===== config.mk =====
export PLATFORM = sky130hd
export DESIGN_NAME = istr_reg
export DESIGN_NICKNAME = d
export VERILOG_FILES = /design/src/rtl/istr_reg.sv
export SDC_FILE = /design/constraint.sdc
export NUM_CORES = 1
export LEC_CHECK = 0
export CORE_MARGIN = 4
export CORE_UTILIZATION = 46
export DETAILED_ROUTE_END_ITERATION = 8
export GPL_TIMING_DRIVEN = 0
export PLACE_DENSITY = 0.81
export REMOVE_ABC_BUFFERS = 1
export SLEW_MARGIN = 20
export SYNTH_ARGS = -nofsm -noshare
export SYNTH_HDL_FRONTEND = slang
export SYNTH_SLANG_ARGS = --single-unit
export TNS_END_PERCENT = 100

===== constraint.sdc =====
create_clock -name CLK -period 1.7 [get_ports CLK]
set_input_delay 0.17 -clock CLK [delete_from_list [all_inputs] [get_ports CLK]]
set_output_delay 0.17 -clock CLK [all_outputs]
set_load 0.05 [all_outputs]

===== src/rtl/istr_reg.sv =====
// rtl/istr_reg.sv - SDMAC interrupt status register with snapshot-on-read and read-clear
module istr_reg #(
    parameter int SYNC_STAGES = 2,
    parameter bit CLR_ON_READ = 1'b1
) (
    input  logic       CLK,
    input  logic       RST,
    input  logic       _CS,
    input  logic       _DS,
    input  logic       R_W,
    input  logic       INTEN,
    input  logic       SCSI_INT,
    input  logic       FIFO_FF,
    input  logic       FIFO_FE,
    input  logic       OVR_P,
    input  logic       UND_P,
    input  logic       TC_P,
    output logic [7:0] DOUT,
    output logic       DOE,
    output logic       _INT
);
    localparam int NS = (SYNC_STAGES < 2) ? 2 : SYNC_STAGES;

    typedef enum logic [1:0] {IDLE, SNAP, HOLD, CLEAR} state_t;

    state_t        state_q, state_d;
    logic [NS-1:0] cs_sync_q, cs_sync_d;
    logic [NS-1:0] ds_sync_q, ds_sync_d;
    logic [NS-1:0] rw_sync_q, rw_sync_d;
    logic [NS-1:0] si_sync_q, si_sync_d;
    logic [7:0]    snap_q, snap_d;
    logic          e_int_q, e_int_d;
    logic          ue_int_q, ue_int_d;
    logic          oe_int_q, oe_int_d;
    logic          int_n_q, int_n_d;

    logic          rd;
    logic          ints;
    logic          int_f;
    logic          int_p;
    logic [7:0]    status;
    logic [2:0]    clr_mask;

    always_comb begin
        cs_sync_d = {cs_sync_q[NS-2:0], _CS};
        ds_sync_d = {ds_sync_q[NS-2:0], _DS};
        rw_sync_d = {rw_sync_q[NS-2:0], R_W};
        si_sync_d = {si_sync_q[NS-2:0], SCSI_INT};

        rd     = ~cs_sync_q[NS-1] & ~ds_sync_q[NS-1] & rw_sync_q[NS-1];
        ints   = si_sync_q[NS-1];
        int_f  = ints | e_int_q | ue_int_q | oe_int_q;
        int_p  = int_f & INTEN;
        status = {int_f, ints, e_int_q, int_p, ue_int_q, oe_int_q, FIFO_FF, FIFO_FE};
    end

    always_comb begin
        state_d  = state_q;
        snap_d   = snap_q;
        clr_mask = 3'b000;
        case (state_q)
            IDLE: begin
                if (rd) begin
                    state_d = SNAP;
                end
            end
            SNAP: begin
                snap_d  = status;
                state_d = HOLD;
            end
            HOLD: begin
                if (!rd) begin
                    state_d = CLEAR;
                end
            end
            CLEAR: begin
                // Only sticky bits the CPU actually saw are cleared.
                if (CLR_ON_READ) begin
                    clr_mask = {snap_q[5], snap_q[3], snap_q[2]};
                end
                state_d = IDLE;
            end
            default: state_d = IDLE;
        endcase

        // A set pulse coinciding with the clear keeps the bit set.
        e_int_d  = (e_int_q  & ~clr_mask[2]) | TC_P;
        ue_int_d = (ue_int_q & ~clr_mask[1]) | UND_P;
        oe_int_d = (oe_int_q & ~clr_mask[0]) | OVR_P;
        int_n_d  = ~int_p;
    end

    always_ff @(posedge CLK) begin
        if (RST) begin
            state_q   <= IDLE;
            cs_sync_q <= '1;
            ds_sync_q <= '1;
            rw_sync_q <= '0;
            si_sync_q <= '0;
            snap_q    <= 8'h00;
            e_int_q   <= 1'b0;
            ue_int_q  <= 1'b0;
            oe_int_q  <= 1'b0;
            int_n_q   <= 1'b1;
        end else begin
            state_q   <= state_d;
            cs_sync_q <= cs_sync_d;
            ds_sync_q <= ds_sync_d;
            rw_sync_q <= rw_sync_d;
            si_sync_q <= si_sync_d;
            snap_q    <= snap_d;
            e_int_q   <= e_int_d;
            ue_int_q  <= ue_int_d;
            oe_int_q  <= oe_int_d;
            int_n_q   <= int_n_d;
        end
    end

    always_comb begin
        DOE  = (state_q == HOLD);
        DOUT = DOE ? snap_q : 8'h00;
        _INT = int_n_q;
    end
endmodule

==> results.md <==
- The worst path arrival time is roughly 1.5 ns.
- The total via count in the routed design is ~650.
- In the final timing run, aggregate negative setup slack is 0 ns.
- The Yosys step of the flow raised 0 warnings.
- The final antenna-violating net count is 0.
- The full die area is 2680 sq um.
- In the synthesized netlist, the number of instances is 89.
- The pre-CTS worst setup slack is -0.348 ns.
- The total clock sinks is 22.
- The total congestion overflow is 0.
- The logic depth of the worst register-to-register path is 4.
- The repair_antennas step left the layout with diodes totalling 0.
- CTS built an H-tree with a depth of 1.
- The final non-filler cell area is 1110 sq um.
- The peak clock frequency supported by timing is 619 MHz.
- The most critical setup path has its startpoint at state_q[0].
- For this run, the detailed router's first-pass iteration total came to 4.
- The die is about 52 um tall.
- Excluding fillers, the count of instances in the completed layout stands at 134.
- The later pin in the worst-skew pair is clocked with a latency of approximately 0.29 ns.
- The average wire per standard cell is 11.9 um.
- Power spread over the standard cell area amounts to 973 nW/um^2.
- The violation count after the first detailed-route iteration is 1.
- Setup violations remaining at the end of the flow were counted as 0.
- A synthesized cell averages 9.88 sq um.
- Sequential cells burn 55.5% of the power.
- The final layout contains 128 nets.
- The overall power of the completed layout is 1.08 mW.
- The cell area after synthesis is 880 sq um.
- The buffer levels on the longest clock path is 2.
- The portion of synthesized cell area occupied by the leading cell type is 50.1%.
- The hold-critical path endpoint is rw_sync_q[0].
- In this run the worst hold path is classified as input pin to flip-flop.
- Setup slack on the critical path of the routed design comes to approximately 0.083 ns.
- The flow ran to the end, and the final reports show no timing, DRC or antenna violations.
- The worst register-to-register path begins at state_q[1].
- The startpoint of the lowest-slack hold path is R_W.
- The fraction of final layout cells with drive strength greater than 1 is about 17%.
- The type of destination of the critical path is an output pin.
- The switching share of power is 27.8%.
- The final count of pins violating max slew came to 0.
- The number of cells on the worst hold path is 2.
- The tightest hold path in the finished design has a slack of roughly 0.42 ns.
- The number of global-route vias before repair is between 600 and 700.
- The reg-to-reg critical path endpoint is snap_q[1].
- For this design the top-level I/O count stands at 22.
- After floorplanning, the core was sized to cover ~1800 sq um.
- The weighted congestion at the end of routability-driven global placement is 0.711.
- The synthesized flop and latch total is 22.
- For this run, the total global-route usage over all layers was measured as 14.4%.
- The count of buffers added on input and output ports is 21.
- The number of hold violations in the final report is 0.
- The combinational share of power is between 20% and 30%.
- Of the total power, the clock network draws 20.5%.
- The clock-pin slew on the worst setup and hold paths is around 0.11 ns.
- After clock tree synthesis, the repair step resized 45 gates.
- For this design the static power due to leakage is 0.431 nW.
- The clock period minus worst slack is 1.62 ns.
- The period utilization is 95.1%.
- The number of inserted filler cells in the final layout is 172.
- Setup repair after global routing left no endpoint under its margin.
- Entering global routing, the biggest net connects 24 pins.
- In this run the worst path has a maximum fanout of 13.
- The transition time at the pin with the least slew margin is a little over 0.7 ns.
- In this run, CTS created clock tree buffers numbering 3.
- The relative max-transition margin is 51.7%.
- Across the run, the number of max-cap violations was 0.
- The count of hold-fix buffers inserted at cts is 0.
- STA puts the critical path data required time at roughly 1.5 ns.
- For the final database, setup skew stands at between 0.004 and 0.005 ns.
- The largest total area in the synthesized netlist belongs to sky130_fd_sc_hd__dfxtp_1.
- The instance count after placement with tap cells included is 131.
- The post-placement cell area is roughly 1100 sq um.
- The CTS root buffer is sky130_fd_sc_hd__clkbuf_4.
- The clock tree from TritonCTS is built.
- The post-CTS setup buffer count is 0.
- Cells fill 63.0% of the core in the end.
- The wire length of the first global-routing pass is 2840 um.
- The setup path with the least slack is of type flip-flop to output pin.
- For this configuration, the core starts out at a cell density of between 40% and 50%.
- For this run, design rule violations remaining after detail routing come to 0.
- For this block, the routed nets add up to 1590 um of wire.
- The type of element launching the critical path is a flip-flop.
- The worst register-to-register path has a setup slack of 0.27 ns.
- In the routed layout, each cell is associated on average with a via count of slightly below 5.
- The number of antenna violations at the first check in global routing is 0.
- The worst vdd rail ir drop is 0.595 mV.
- In the post-synthesis netlist, the biggest area contributors are sky130_fd_sc_hd__dfxtp_1 50%, sky130_fd_sc_hd__mux2i_1 8.0%, sky130_fd_sc_hd__ha_1 7.1%.
- Summed over all nets, the switching power comes to 300 uW.
- The signed area change from the synthesized netlist to the final layout is 26.3%.
- After synthesis, flip-flops and latches occupy 50.1% of the total area.
- The number of unique standard cell types used by synthesis is 21.
- The number of standard-cell rows in the floorplan is 15.
- The internal cell power is 781 uW.
- Detailed placement ended at an HPWL of around 1100 um.
- The die extent in x is 51.7 um.
cells in the final DEF, fill, tap and decap left out, types with 4 or more instances in the layout:
cell type	n
sky130_fd_sc_hd__ha_1	4
sky130_fd_sc_hd__nor2b_1	4
sky130_fd_sc_hd__and2_1	8
sky130_fd_sc_hd__buf_2	4
sky130_fd_sc_hd__mux2i_1	7
sky130_fd_sc_hd__nor2_1	10
sky130_fd_sc_hd__or2_2	4
sky130_fd_sc_hd__a21oi_1	4
sky130_fd_sc_hd__clkdlybuf4s50_1	12
sky130_fd_sc_hd__nand2_1	6
sky130_fd_sc_hd__clkbuf_4	6
sky130_fd_sc_hd__dfxtp_1	22
worst max path at each step:
| stage | to | slack [ns] | cells after the start |
|---|---|---|---|
| floorplan | DOUT[0] | -0.009 | 3 |
| global placement | DOUT[3] | -0.29 | 4 |
| detailed placement | DOUT[1] | -0.35 | 4 |
| CTS | DOUT[5] | 0.07 | 4 |
| global route | DOUT[0] | 0.001 | 4 |
| finish | DOUT[6] | 0.08 | 4 |
synth_stat cells:
cell / instances
sky130_fd_sc_hd__a211o_1: 2
sky130_fd_sc_hd__or3b_1: 1
sky130_fd_sc_hd__mux2i_1: 7
sky130_fd_sc_hd__a211oi_1: 2
sky130_fd_sc_hd__and2_1: 8
sky130_fd_sc_hd__nand3b_1: 1
sky130_fd_sc_hd__nor2b_1: 4
sky130_fd_sc_hd__or4_4: 1
sky130_fd_sc_hd__mux2_2: 1
sky130_fd_sc_hd__a21oi_1: 4
sky130_fd_sc_hd__inv_1: 2
sky130_fd_sc_hd__or2_2: 4
sky130_fd_sc_hd__nor2_1: 10
sky130_fd_sc_hd__clkbuf_1: 3
sky130_fd_sc_hd__dfxtp_1: 22
sky130_fd_sc_hd__nand2b_1: 3
sky130_fd_sc_hd__nand2_1: 6
sky130_fd_sc_hd__buf_2: 1
sky130_fd_sc_hd__nor3b_1: 1
sky130_fd_sc_hd__ha_1: 5
sky130_fd_sc_hd__nand3_1: 1
power groups by stage:
stage	Clock, mW	Sequential [mW]	Combinational (mW)
2_1_floorplan	0	0.607	0.180
3_3_place_gp	0	0.608	0.245
3_5_place_dp	0	0.610	0.255
4_1_cts	0.230	0.599	0.261
5_1_grt	0.253	0.607	0.291
6_report	0.221	0.600	0.260
routing by layer:
| metal | global-route usage, % | share of wire [%] | vias up |
|---|---|---|---|
| li1 | - | - | 330 |
| met1 | 15.8 | 42 | 305 |
| met2 | 26.3 | 52 | 12 |
| met3 | 3.72 | 5.0 | 2 |
| met4 | 5.24 | 1.1 | 0 |
| met5 | 0 | 0 | - |
critical path: stages (launching register included):
cell                      delay, ns
sky130_fd_sc_hd__dfxtp_1       0.35
sky130_fd_sc_hd__inv_1         0.16
sky130_fd_sc_hd__ha_4          0.24
sky130_fd_sc_hd__and2_1        0.15
sky130_fd_sc_hd__buf_2         0.26
state kept, by name, indices dropped and copies added (netlist names), 2 cells and up:
register and flops:
snap_q 8, cs_sync_q 2, ds_sync_q 2, rw_sync_q 2
si_sync_q 2, state_q 2
cells by family after synthesis:
| kind of cell | count (synthesis) | share of synthesized area [%] |
|---|---|---|
| AOI/OAI and AO/OA | 8 | 5.97 |
| adders and majority gates | 5 | 7.11 |
| and+or+nand+nor | 40 | 24.9 |
| muxes | 8 | 9.25 |
| DFF | 22 | 50.1 |
| buffers and inverters | 6 | 2.70 |
cell type report:
| cell class | count | area, sq um | area share (%) |
|---|---|---|---|
| Sequential cell | 22 | 440 | 39.6 |
| Multi-Input combinational cell | 61 | 428 | 38.5 |
| Timing Repair Buffer | 21 | 181 | 16.3 |
| Tap cell | 25 | 31.3 | 2.82 |
| Clock buffer | 3 | 22.5 | 2.03 |
| Inverter | 2 | 7.51 | 0.676 |
(Power assumes the default switching activity.)
